$ cat src/rtl/freq_sort_ctrl_if.sv
// -----------------------------------------------------------------------------
// freq_sort_ctrl_if
// Groups the load-side and drain-side handshakes of the frequency sorter.
//   in_valid / in_ready / in_data       : entry load stream (upstream -> sorter)
//   out_valid / out_ready / out_data    : sorted entry stream (sorter -> tree stage)
//   out_last                            : marks the final entry of a block
//   sort_busy                           : sorter is running transposition passes
// Modports: slave = the sorter, master = the upstream/downstream environment.
// -----------------------------------------------------------------------------
interface freq_sort_ctrl_if #(
   parameter int DSIZE = 18
);
   logic             in_valid;
   logic             in_ready;
   logic [DSIZE-1:0] in_data;
   logic             out_valid;
   logic             out_ready;
   logic [DSIZE-1:0] out_data;
   logic             out_last;
   logic             sort_busy;

   modport slave (
      input  in_valid, in_data, out_ready,
      output in_ready, out_valid, out_data, out_last, sort_busy
   );

   modport master (
      output in_valid, in_data, out_ready,
      input  in_ready, out_valid, out_data, out_last, sort_busy
   );
endinterface

$ cat src/rtl/freq_sort_ctrl.sv
// -----------------------------------------------------------------------------
// freq_sort_ctrl
// Collects a block of DEPTH {symbol, frequency} entries, sorts them by the low
// OFFSET bits (unsigned, stable) with an odd-even transposition network running
// one pass per cycle, then streams them out smallest key first.
// Ports:
//   clk    : rising-edge clock
//   rst_n  : asynchronous active-low reset
//   bus    : freq_sort_ctrl_if.slave (load stream, drain stream, out_last,
//            sort_busy)
// -----------------------------------------------------------------------------
module freq_sort_ctrl #(
   parameter int DSIZE  = 18,
   parameter int OFFSET = 8,
   parameter int DEPTH  = 8
) (
   input  logic                clk,
   input  logic                rst_n,
   freq_sort_ctrl_if.slave     bus
);
   localparam int AW = $clog2(DEPTH);
   localparam int CW = AW + 1;
   localparam logic [CW-1:0] LAST = CW'(DEPTH - 1);

   typedef enum logic [1:0] {
      ST_LOAD,
      ST_SORT,
      ST_DRAIN
   } state_e;

   state_e           state_q, state_d;
   logic [CW-1:0]    idx_q,   idx_d;
   logic [CW-1:0]    pass_q,  pass_d;
   logic [DSIZE-1:0] e_q [DEPTH];
   logic [DSIZE-1:0] e_d [DEPTH];

   // Every output is a pure decode of registered state, so neither in_valid
   // nor out_ready reaches an output combinationally.
   assign bus.in_ready  = (state_q == ST_LOAD);
   assign bus.out_valid = (state_q == ST_DRAIN);
   assign bus.sort_busy = (state_q == ST_SORT);
   assign bus.out_last  = (state_q == ST_DRAIN) && (idx_q == LAST);
   assign bus.out_data  = (state_q == ST_DRAIN) ? e_q[0] : '0;

   always_comb begin
      // NOTE: every always_comb target gets a default first so no path leaves
      // it unassigned, which would otherwise infer a latch.
      state_d = state_q;
      idx_d   = idx_q;
      pass_d  = pass_q;
      e_d     = e_q;

      unique case (state_q)
         ST_LOAD: begin
            if (bus.in_valid) begin
               e_d[idx_q[AW-1:0]] = bus.in_data;
               if (idx_q == LAST) begin
                  state_d = ST_SORT;
                  idx_d   = '0;
                  pass_d  = '0;
               end else begin
                  idx_d = idx_q + 1'b1;
               end
            end
         end

         ST_SORT: begin
            // Even passes pair (0,1),(2,3)...; odd passes pair (1,2),(3,4)...
            // Pairs in one pass are disjoint, so reading e_q is safe.
            for (int i = 0; i < DEPTH - 1; i++) begin
               if (i[0] == pass_q[0]) begin
                  // Strictly greater: equal keys never move, keeping the sort stable.
                  if (e_q[i][OFFSET-1:0] > e_q[i+1][OFFSET-1:0]) begin
                     e_d[i]   = e_q[i+1];
                     e_d[i+1] = e_q[i];
                  end
               end
            end
            pass_d = pass_q + 1'b1;
            if (pass_q == LAST) begin
               state_d = ST_DRAIN;
               pass_d  = '0;
            end
         end

         ST_DRAIN: begin
            if (bus.out_ready) begin
               for (int i = 0; i < DEPTH - 1; i++) begin
                  e_d[i] = e_q[i+1];
               end
               idx_d = idx_q + 1'b1;
               if (idx_q == LAST) begin
                  state_d = ST_LOAD;
                  idx_d   = '0;
               end
            end
         end

         default: begin
            state_d = ST_LOAD;
            idx_d   = '0;
            pass_d  = '0;
         end
      endcase
   end

   always_ff @(posedge clk or negedge rst_n) begin
      if (!rst_n) begin
         state_q <= ST_LOAD;
         idx_q   <= '0;
         pass_q  <= '0;
         // NOTE: the entry store is reset too, because out_data must read 0
         // straight out of reset and no stale block may survive an abort.
         for (int i = 0; i < DEPTH; i++) begin
            e_q[i] <= '0;
         end
      end else begin
         // NOTE: non-blocking assignments so every register samples the
         // pre-edge values, independent of statement order.
         state_q <= state_d;
         idx_q   <= idx_d;
         pass_q  <= pass_d;
         for (int i = 0; i < DEPTH; i++) begin
            e_q[i] <= e_d[i];
         end
      end
   end
endmodule

$ cat src/flat_wrapper.sv
// flat-port wrapper written by rule: the top's interface ports become plain ports
module freq_sort_ctrl_flat 
#(
   parameter int DSIZE  = 18,
   parameter int OFFSET = 8,
   parameter int DEPTH  = 8
)
  (clk, rst_n, bus_in_valid, bus_in_data, bus_out_ready, bus_in_ready, bus_out_valid, bus_out_data, bus_out_last, bus_sort_busy);
  freq_sort_ctrl_if #(.DSIZE(DSIZE)) bus_i ();
  input  logic clk;
  input  logic rst_n;
  input wire logic [$bits(bus_i.in_valid)-1:0] bus_in_valid;
  input wire logic [$bits(bus_i.in_data)-1:0] bus_in_data;
  input wire logic [$bits(bus_i.out_ready)-1:0] bus_out_ready;
  output wire logic [$bits(bus_i.in_ready)-1:0] bus_in_ready;
  output wire logic [$bits(bus_i.out_valid)-1:0] bus_out_valid;
  output wire logic [$bits(bus_i.out_data)-1:0] bus_out_data;
  output wire logic [$bits(bus_i.out_last)-1:0] bus_out_last;
  output wire logic [$bits(bus_i.sort_busy)-1:0] bus_sort_busy;
  assign bus_i.in_valid = bus_in_valid;
  assign bus_i.in_data = bus_in_data;
  assign bus_i.out_ready = bus_out_ready;
  assign bus_in_ready = bus_i.in_ready;
  assign bus_out_valid = bus_i.out_valid;
  assign bus_out_data = bus_i.out_data;
  assign bus_out_last = bus_i.out_last;
  assign bus_sort_busy = bus_i.sort_busy;
  freq_sort_ctrl #(.DSIZE(DSIZE), .OFFSET(OFFSET), .DEPTH(DEPTH)) u_core (.clk(clk), .rst_n(rst_n), .bus(bus_i));
endmodule
$ cat config.mk
export PLATFORM = sky130hd
export DESIGN_NAME = freq_sort_ctrl_flat
export DESIGN_NICKNAME = d
export VERILOG_FILES = /design/src/rtl/freq_sort_ctrl_if.sv /design/src/rtl/freq_sort_ctrl.sv /design/src/flat_wrapper.sv
export SDC_FILE = /design/constraint.sdc
export NUM_CORES = 1
export LEC_CHECK = 0
export CAP_MARGIN = 10
export CORE_ASPECT_RATIO = 0.75
export CORE_MARGIN = 1
export CORE_UTILIZATION = 68
export CTS_CLUSTER_DIAMETER = 30
export DETAILED_ROUTE_END_ITERATION = 8
export HOLD_SLACK_MARGIN = 0.06
export MAX_ROUTING_LAYER = met4
export PLACE_DENSITY_LB_ADDON = 0.05
export SYNTH_ARGS = -nofsm -noshare
export SYNTH_HDL_FRONTEND = slang
export SYNTH_SLANG_ARGS = --single-unit
$ cat constraint.sdc
create_clock -name clk -period 7.3 [get_ports clk]
set_input_delay 1.825 -clock clk [delete_from_list [all_inputs] [get_ports clk]]
set_output_delay 1.825 -clock clk [all_outputs]
set_load 0.005 [all_outputs]
==> impl_metrics.tcl, run 1 <==
set metrics [dict create \
    status "complete, no violations" \
    rsz0062_at_grt "no" \
    syn_inst 1561 \
    max_stage_delay_ns 0.80 \
    synth_edf_count 0 \
    cts_tree "built" \
    core_region_area_um2 17710 \
    grt_pass1_vias 11729 \
    grt_use_total_pct 40.14 \
    synth-seq-area-share_pct 31.22 \
    clock_sinks 154 \
    start_kind "flip-flop" \
    fillers 1379 \
    initialDrtViolationCount 1765 \
    cts_buffer_depth 2 \
    finalMaxSlewViolations 0 \
    ys_seq_elements 154 \
    yosysTopAreaCell "dfrtp_1" \
    regArea_um2 3854 \
    antenna_found_initial 0 \
    ant_nets 0 \
    grt_pass1_wl_mm 58.96 \
    end_kind "output pin" \
    cts_made_buffers 17 \
    mostFrequentLayoutCells "a21oi_1, o21ai_0, dfrtp_1" \
    numPortBuffers 43 \
    synth_area_um2 12340 \
    placed_cells 1719 \
    crit_path_top_delay_cell "ha_1" \
    ctsRootBufferMaster "clkbuf_16" \
    crit_type "reg -> out" \
    drt-vias-per-instance 7.103 \
    initial_utilization_pct 69.70 \
    ys_warn_count 0 \
    skew_ns 0.01025 \
    crit_arrival_ns 2.54 \
    cts_setup_buffers 0 \
    drc 0 \
    yosys_most_used_dff "dfrtp_1" \
    crit_family "adder cells" \
    netlist_top_cells_area "dfrtp_1, a21oi_1, o21ai_0, ha_1, o221ai_1" \
    syn_nets 1645 \
    dpl-instance-area_um2 12600 \
    fin_crit_sh_pct 59.82 \
    postCtsHoldBufs 0 \
    hold_viol_final 0 \
    async_flop_share_pct 100.0 \
    vias 12458 \
    grt-ovfl-total 0 \
    dieWidth_um 157.6 \
    avgSynthCellArea_um2 7.908 \
    post_drt_wl_per_cell_um 20.06 \
    post-dp-hpwl_mm 22.86 \
    synthToLayoutAreaGrowth_pct 6.852 \
    fin_cells 1754 \
    worstPathCellList "inv_1, ha_1, and2_1, clkdlybuf4s50_1" \
    worstPathRequired_ns 5.48 \
    gp_congestion 0.8825 \
    max_freq_ghz 0.2290 \
    diodes 0 \
    worst_pin_slew_ns 1.202 \
    synth_top_area_share_pct 31.22 \
    final_area_um2 13190 \
    wirelength_mm 35.18 \
    io_pins 44 \
    setup_tns_ns 0 \
    finalSetupViolations 0 \
    grt_max_degree 93 \
    slew_headroom_pct 19.86 \
    cp_max_fo 27 \
    firstDrtPassIters 7 \
    final_common_cell "a21oi_1" \
    htreeDepth 4 \
    num_rows 42 \
    cts_resized 0 \
    maxCapViolCount 0 \
    die_h_um 118.7 \
    nets 1583 \
    hold_class "reg -> reg" \
    multiInputGateArea_um2 7586 \
    critPathBufInv 2 \
    path_clk_slew_ns 0.07 \
    clk_latency_ns 0.45 \
    synth_cell_types 69 \
    die_area_um2 18700 \
    drive_gt1_share_pct 7.077 \
    period_minus_slack_ns 4.367 \
]
[state kept, by name, indices dropped and copies added, names as in the netlist]
register	count
u_core.idx_q	4
u_core.state_q	2
u_core.e_q	144
u_core.pass_q	4
[final timing paths]
| kind | start | to | slack (ns) | cells past startpoint |
|---|---|---|---|---|
| setup / recovery | u_core.state_q[0]$_DFFE_PN0P_ | bus_out_data[3] | 2.93 | 4 |
| hold / removal | u_core.pass_q[3]$_DFFE_PN0P_ | u_core.pass_q[3]$_DFFE_PN0P_ | 0.49 | 1 |
| setup reg to reg | u_core.e_q[77]$_DFFE_PN0P_ | u_core.e_q[94]$_DFFE_PN0P_ | 3.69 | 8 |
| hold reg to reg | u_core.pass_q[3]$_DFFE_PN0P_ | u_core.pass_q[3]$_DFFE_PN0P_ | 0.49 | 1 |
| max in group asynchronous | rst_n | u_core.e_q[41]$_DFFE_PN0P_ | 4.42 | 2 |
| min in group asynchronous | rst_n | u_core.e_q[21]$_DFFE_PN0P_ | 1.47 | 1 |
[kinds of logic (layout without fill, tap and decap cells)]
| group | count (synthesis) | after routing | share of synthesized area (%) |
|---|---|---|---|
| AOI/OAI and AO/OA | 773 | 773 | 40.18 |
| and+or+nand+nor | 331 | 331 | 12.88 |
| buffers and inverters | 220 | 171 | 7.663 |
| DFF | 154 | 154 | 31.22 |
| adders and majority gates | 62 | 62 | 6.284 |
| muxes | 19 | 19 | 1.632 |
| xor gates and xnor gates | 2 | 2 | 0.1419 |
[worst reg2reg max path, cell delays in order (launching register included)]
cell and delay, ns:
dfrtp_1 0.45, inv_1 0.09, ha_1 0.31, a211o_1 0.25
a21oi_1 0.30, nand3_1 0.65, nand2_1 0.97, o221ai_1 0.27
o21ai_0 0.24
[routing by layer]
metal	track usage [%]	wire (µm)	up-vias
met4	16.44	898	0
met1	55.94	15400	5993
met5	-	0	-
met3	5.391	2655	74
met2	58.74	16220	678
li1	-	-	5713
[layout make-up]
type,count,area share [%]
sequential,154,29.22
tap,242,2.296
inverter,72,2.049
multi-input combinational,1187,57.51
clock inverter,14,0.8632
clock buffer,18,3.254
timing repair buffer,67,4.809
[synthesized netlist by cell type (13+ instances only)]
cell type / n
o221ai_1: 87
nand2_1: 90
o21ai_0: 175
a21oi_1: 260
a21o_1: 19
dfrtp_1: 154
a2bb2oi_1: 18
ha_1: 62
clkbuf_1: 110
and2_1: 43
o21a_1: 13
a31oi_1: 37
inv_1: 72
a211oi_1: 63
nor2_1: 112
nor3_1: 14
nor2b_1: 28
buf_2: 18
[stage by stage]
| step | worst slack, ns | utilization, % | hold WS (ns) |
|---|---|---|---|
| after floorplan | 3.885 | - | 0.4395 |
| after global placement | 2.688 | 71.16 | 0.4705 |
| after detailed placement | 2.569 | 71.16 | 0.4646 |
| after CTS | 2.955 | 74.23 | 0.4806 |
| after global routing | 2.803 | 74.48 | 0.5338 |
| final | 2.933 | 74.48 | 0.4921 |
Power of run 1 is left out: the tool's default activity adds up to more than one toggle a clock period on the data nets, which glitch-free logic cannot reach.
==> run 2: changes to the inputs <==
- CORE_UTILIZATION: 68 -> 63
- clock period: 7.3 -> 4.4 ns (I/O delays scaled with it)
==> run 2 against run 1 <==
Effect of this change: setup slack lost 2.1 ns; register-to-register slack got worse by 2.5 ns; design area rose by 1.5%; first-iteration DRC count decreased by 25%; routed wire length decreased by 1.8%; core utilization down 3.4 points; sequential share of layout area fell by 0.43 points; non-clock buffer count rose by 11; global-route usage decreased by 3.7 points; via count shrank 1.5%; largest cell class unchanged.
==> impl_metrics.tcl, run 2 (same netlist as run 1, synthesis figures left out) <==
set metrics [dict create \
    hold_class "reg -> reg" \
    numPortBuffers 43 \
    cts_tree "built" \
    reg_top3 "u_core.e_q (144), u_core.idx_q (4), u_core.pass_q (4)" \
    vias 12274 \
    post_drt_wl_per_cell_um 19.52 \
    cts_setup_buffers 0 \
    period_minus_slack_ns 3.614 \
    path_clk_slew_ns 0.07 \
    ant_nets 0 \
    ctsRootBufferMaster "clkbuf_16" \
    dieWidth_um 163.6 \
    die_h_um 123.2 \
    maxCapViolCount 0 \
    drt-vias-per-instance 6.934 \
    worst_pin_slew_ns 1.184 \
    cp_max_fo 27 \
    grt_use_total_pct 36.39 \
    final_common_cell "a21oi_1" \
    die_area_um2 20160 \
    cts_made_buffers 17 \
    post-dp-hpwl_mm 23.20 \
    worstPathRequired_ns 3.30 \
    fin_crit_sh_pct 82.15 \
    initialDrtViolationCount 1325 \
    crit_type "reg -> out" \
    max_freq_ghz 0.2767 \
    crit_arrival_ns 2.51 \
    grt-ovfl-total 0 \
    firstDrtPassIters 7 \
    status "complete, no violations" \
    finalSetupViolations 0 \
    clk_latency_ns 0.44 \
    synthToLayoutAreaGrowth_pct 8.463 \
    rsz0062_at_grt "no" \
    finalMaxSlewViolations 0 \
    skew_ns 0.01344 \
    cts_buffer_depth 2 \
    cts_resized 0 \
    mostFrequentLayoutCells "a21oi_1, o21ai_0, dfrtp_1" \
    clock_sinks 154 \
    largest-register "u_core.e_q" \
    drc 0 \
    diodes 0 \
    drive_gt1_share_pct 7.814 \
    end_kind "output pin" \
    setup_tns_ns 0 \
    nets 1594 \
    grt_pass1_vias 11690 \
    num_rows 43 \
    grt_pass1_wl_mm 57.66 \
    largest_register_ffs 144 \
    hold_viol_final 0 \
    antenna_found_initial 0 \
    htreeDepth 4 \
    wirelength_mm 34.55 \
    gp_congestion 0.9247 \
    core_region_area_um2 18830 \
    grt_max_degree 106 \
    postCtsHoldBufs 0 \
    slew_headroom_pct 21.04 \
    io_pins 44 \
    initial_utilization_pct 65.55 \
    start_kind "flip-flop" \
]
run 2: per-layer routing:
layer | GRT usage [%] | routed length (µm)
met1 | 49.76 | 16010
met2 | 57.52 | 15720
met3 | 3.958 | 2275
met4 | 10.13 | 546
met5 | - | 0
run 2: metrics by stage:
step	cells	utilization (%)	setup slack, ns	instance area, µm²	hold slack [ns]
2_1_floorplan	1561	-	1.710	12340	0.4395
3_3_place_gp	1738	67.85	1.111	12780	0.4595
3_5_place_dp	1738	67.85	0.9941	12780	0.4589
4_1_cts	1770	71.10	0.7181	13390	0.4733
5_1_grt	1770	71.10	0.5986	13390	0.5107
6_report	1770	71.10	0.7856	13390	0.4787
run 2: worst paths after layout:
kind | slack (ns) | from | to | depth (start not counted)
max | 0.79 | u_core.state_q[0]$_DFFE_PN0P_ | bus_out_data[2] | 4
max reg2reg | 1.18 | u_core.e_q[59]$_DFFE_PN0P_ | u_core.e_q[79]$_DFFE_PN0P_ | 8
max in group asynchronous | 2.82 | rst_n | u_core.e_q[98]$_DFFE_PN0P_ | 2
min | 0.48 | u_core.pass_q[3]$_DFFE_PN0P_ | u_core.pass_q[3]$_DFFE_PN0P_ | 1
min in group asynchronous | 0.79 | rst_n | u_core.e_q[19]$_DFFE_PN0P_ | 1
min reg2reg | 0.48 | u_core.pass_q[3]$_DFFE_PN0P_ | u_core.pass_q[3]$_DFFE_PN0P_ | 1
run 2: area by class of cell:
cell class | count | area (µm²)
multi-input cells | 1187 | 7586
fillers | 1505 | 5441
flip-flops and latches | 154 | 3854
repair buffers | 78 | 757.0
clock buffers | 18 | 439.2
well taps | 247 | 309.0
inverters | 72 | 270.3
clock inverters | 14 | 173.9
run 2: worst max-delay path, cell delays in order (launching register included):
cell	delay, ns
dfrtp_1	0.41
inv_1	0.09
ha_1	0.81
and2_1	0.24
clkdlybuf4s50_1	0.51
Power of run 2 is left out for the same reason.
==> run 3: changes to the inputs <==
- CORE_UTILIZATION: 63 -> 57
- clock period: 4.4 -> 3 ns (I/O delays scaled with it)
==> run 3 against run 2 <==
Effect of this change: setup slack got worse by 0.61 ns; final cell count rose by 4.8%; routed wire length up 4.3%; register-to-register slack lost 0.95 ns; clock-buffer cell count grew 1; first-iteration DRC count down 2.9%; via count increased by 0.67%; highest routed layer unchanged; critical endpoint is now bus_out_last.
==> impl_metrics.tcl, run 3 (same netlist as run 1, synthesis figures left out) <==
set metrics [dict create \
    status "complete, no violations" \
    postCtsHoldBufs 0 \
    io_pins 44 \
    core_region_area_um2 21180 \
    drt-vias-per-instance 6.661 \
    worst_pin_slew_ns 0.6242 \
    maxCapViolCount 0 \
    skew_ns 0.01200 \
    numPortBuffers 43 \
    cp_max_fo 10 \
    slew_headroom_pct 58.30 \
    finalSetupViolations 0 \
    hold_viol_final 0 \
    grt_pass1_vias 11325 \
    initialDrtViolationCount 1287 \
    initial_utilization_pct 58.28 \
    die_area_um2 22260 \
    hold_class "in -> async" \
    htreeDepth 4 \
    crit_type "reg -> out" \
    diodes 0 \
    wirelength_mm 36.03 \
    die_h_um 129.4 \
    setup_tns_ns 0 \
    cts_setup_buffers 0 \
    max_freq_ghz 0.3546 \
    grt_use_total_pct 34.07 \
    num_rows 46 \
    antenna_found_initial 0 \
    cts_buffer_depth 2 \
    vias 12356 \
    ctsRootBufferMaster "clkbuf_16" \
    largest_register_ffs 144 \
    grt_pass1_wl_mm 59.31 \
    grt-ovfl-total 0 \
    firstDrtPassIters 6 \
    rsz0062_at_grt "no" \
    ant_nets 0 \
    post-dp-hpwl_mm 24.75 \
    final_common_cell "a21oi_1" \
    synthToLayoutAreaGrowth_pct 12.49 \
    grt_max_degree 77 \
    cts_tree "built" \
    path_clk_slew_ns 0.07 \
    drc 0 \
    gp_congestion 0.9202 \
    crit_arrival_ns 2.07 \
    clock_sinks 154 \
    clk_latency_ns 0.44 \
    worstPathRequired_ns 2.25 \
    period_minus_slack_ns 2.820 \
    finalMaxSlewViolations 0 \
    start_kind "flip-flop" \
    cts_made_buffers 17 \
    fin_crit_sh_pct 94.01 \
    drive_gt1_share_pct 10.59 \
    mostFrequentLayoutCells "a21oi_1, o21ai_0, dfrtp_1" \
    post_drt_wl_per_cell_um 19.42 \
    end_kind "output pin" \
    reg_top3 "u_core.e_q (144), u_core.idx_q (4), u_core.pass_q (4)" \
    largest-register "u_core.e_q" \
    dieWidth_um 171.9 \
    nets 1638 \
]
[run 3: cell types whose count changed in the layout (fill, tap and decap cells not counted), sizes merged]
| cell | before | now |
|---|---|---|
| clkinv | 1 | 2 |
| clkbuf | 18 | 19 |
| inv | 82 | 79 |
| clkinvlp | 1 | 3 |
| buf | 36 | 80 |
| bufinv | 2 | 1 |
[run 3: per-stage QoR]
stage	worst slack (ns)	instance area (µm²)	hold slack (ns)	utilization, %	cells
detailed placement	0.1349	13280	0.4632	62.71	1823
global route	0.05994	13890	0.3137	65.56	1855
global placement	0.2079	13280	0.4569	62.71	1823
CTS	0.06105	13870	0.2860	65.48	1855
finish	0.1797	13890	0.2682	65.56	1855
floorplan	0.5556	12340	0.4395	-	1561
[run 3: worst max-delay path, cell delays in order (launching register included)]
cell and delay (ns):
dfrtp_1 0.53, ha_1 0.26, and3b_1 0.22, and2_1 0.13, clkdlybuf4s50_1 0.49
[run 3: metal layers]
metal / up-vias / routed length [µm] / global-route usage [%]
met5: - / 0 / -
met3: 33 / 1836 / 4.215
met1: 6098 / 17070 / 48.51
met2: 411 / 16770 / 51.23
met4: 0 / 348 / 8.433
li1: 5814 / - / -
[run 3: layout make-up]
| class | count | area (µm²) |
|---|---|---|
| clock inverter | 13 | 131.4 |
| timing repair buffer | 122 | 1212 |
| multi-input combinational | 1187 | 7605 |
| fill | 1887 | 7295 |
| tap | 288 | 360.3 |
| clock buffer | 19 | 452.9 |
| inverter | 72 | 270.3 |
| sequential | 154 | 3854 |
[run 3: final timing paths]
path	start	to	slack, ns	depth (start not counted)
max in group asynchronous	rst_n	u_core.e_q[62]$_DFFE_PN0P_	2.00	2
min	rst_n	u_core.e_q[2]$_DFFE_PN0P_	0.27	1
min reg2reg	u_core.pass_q[3]$_DFFE_PN0P_	u_core.pass_q[3]$_DFFE_PN0P_	0.48	1
min in group clk	u_core.pass_q[3]$_DFFE_PN0P_	u_core.pass_q[3]$_DFFE_PN0P_	0.48	1
max	u_core.idx_q[0]$_DFFE_PN0P_	bus_out_last	0.18	4
max reg2reg	u_core.e_q[77]$_DFFE_PN0P_	u_core.e_q[81]$_DFFE_PN0P_	0.23	9
[run 3: timing repair]
action	in CTS	in global routing
endpoints found under the setup margin	20	24
hold endpoints to repair	0	0
gates resized for setup	1	3
gates cloned	0	0
Power of run 3 is left out for the same reason.
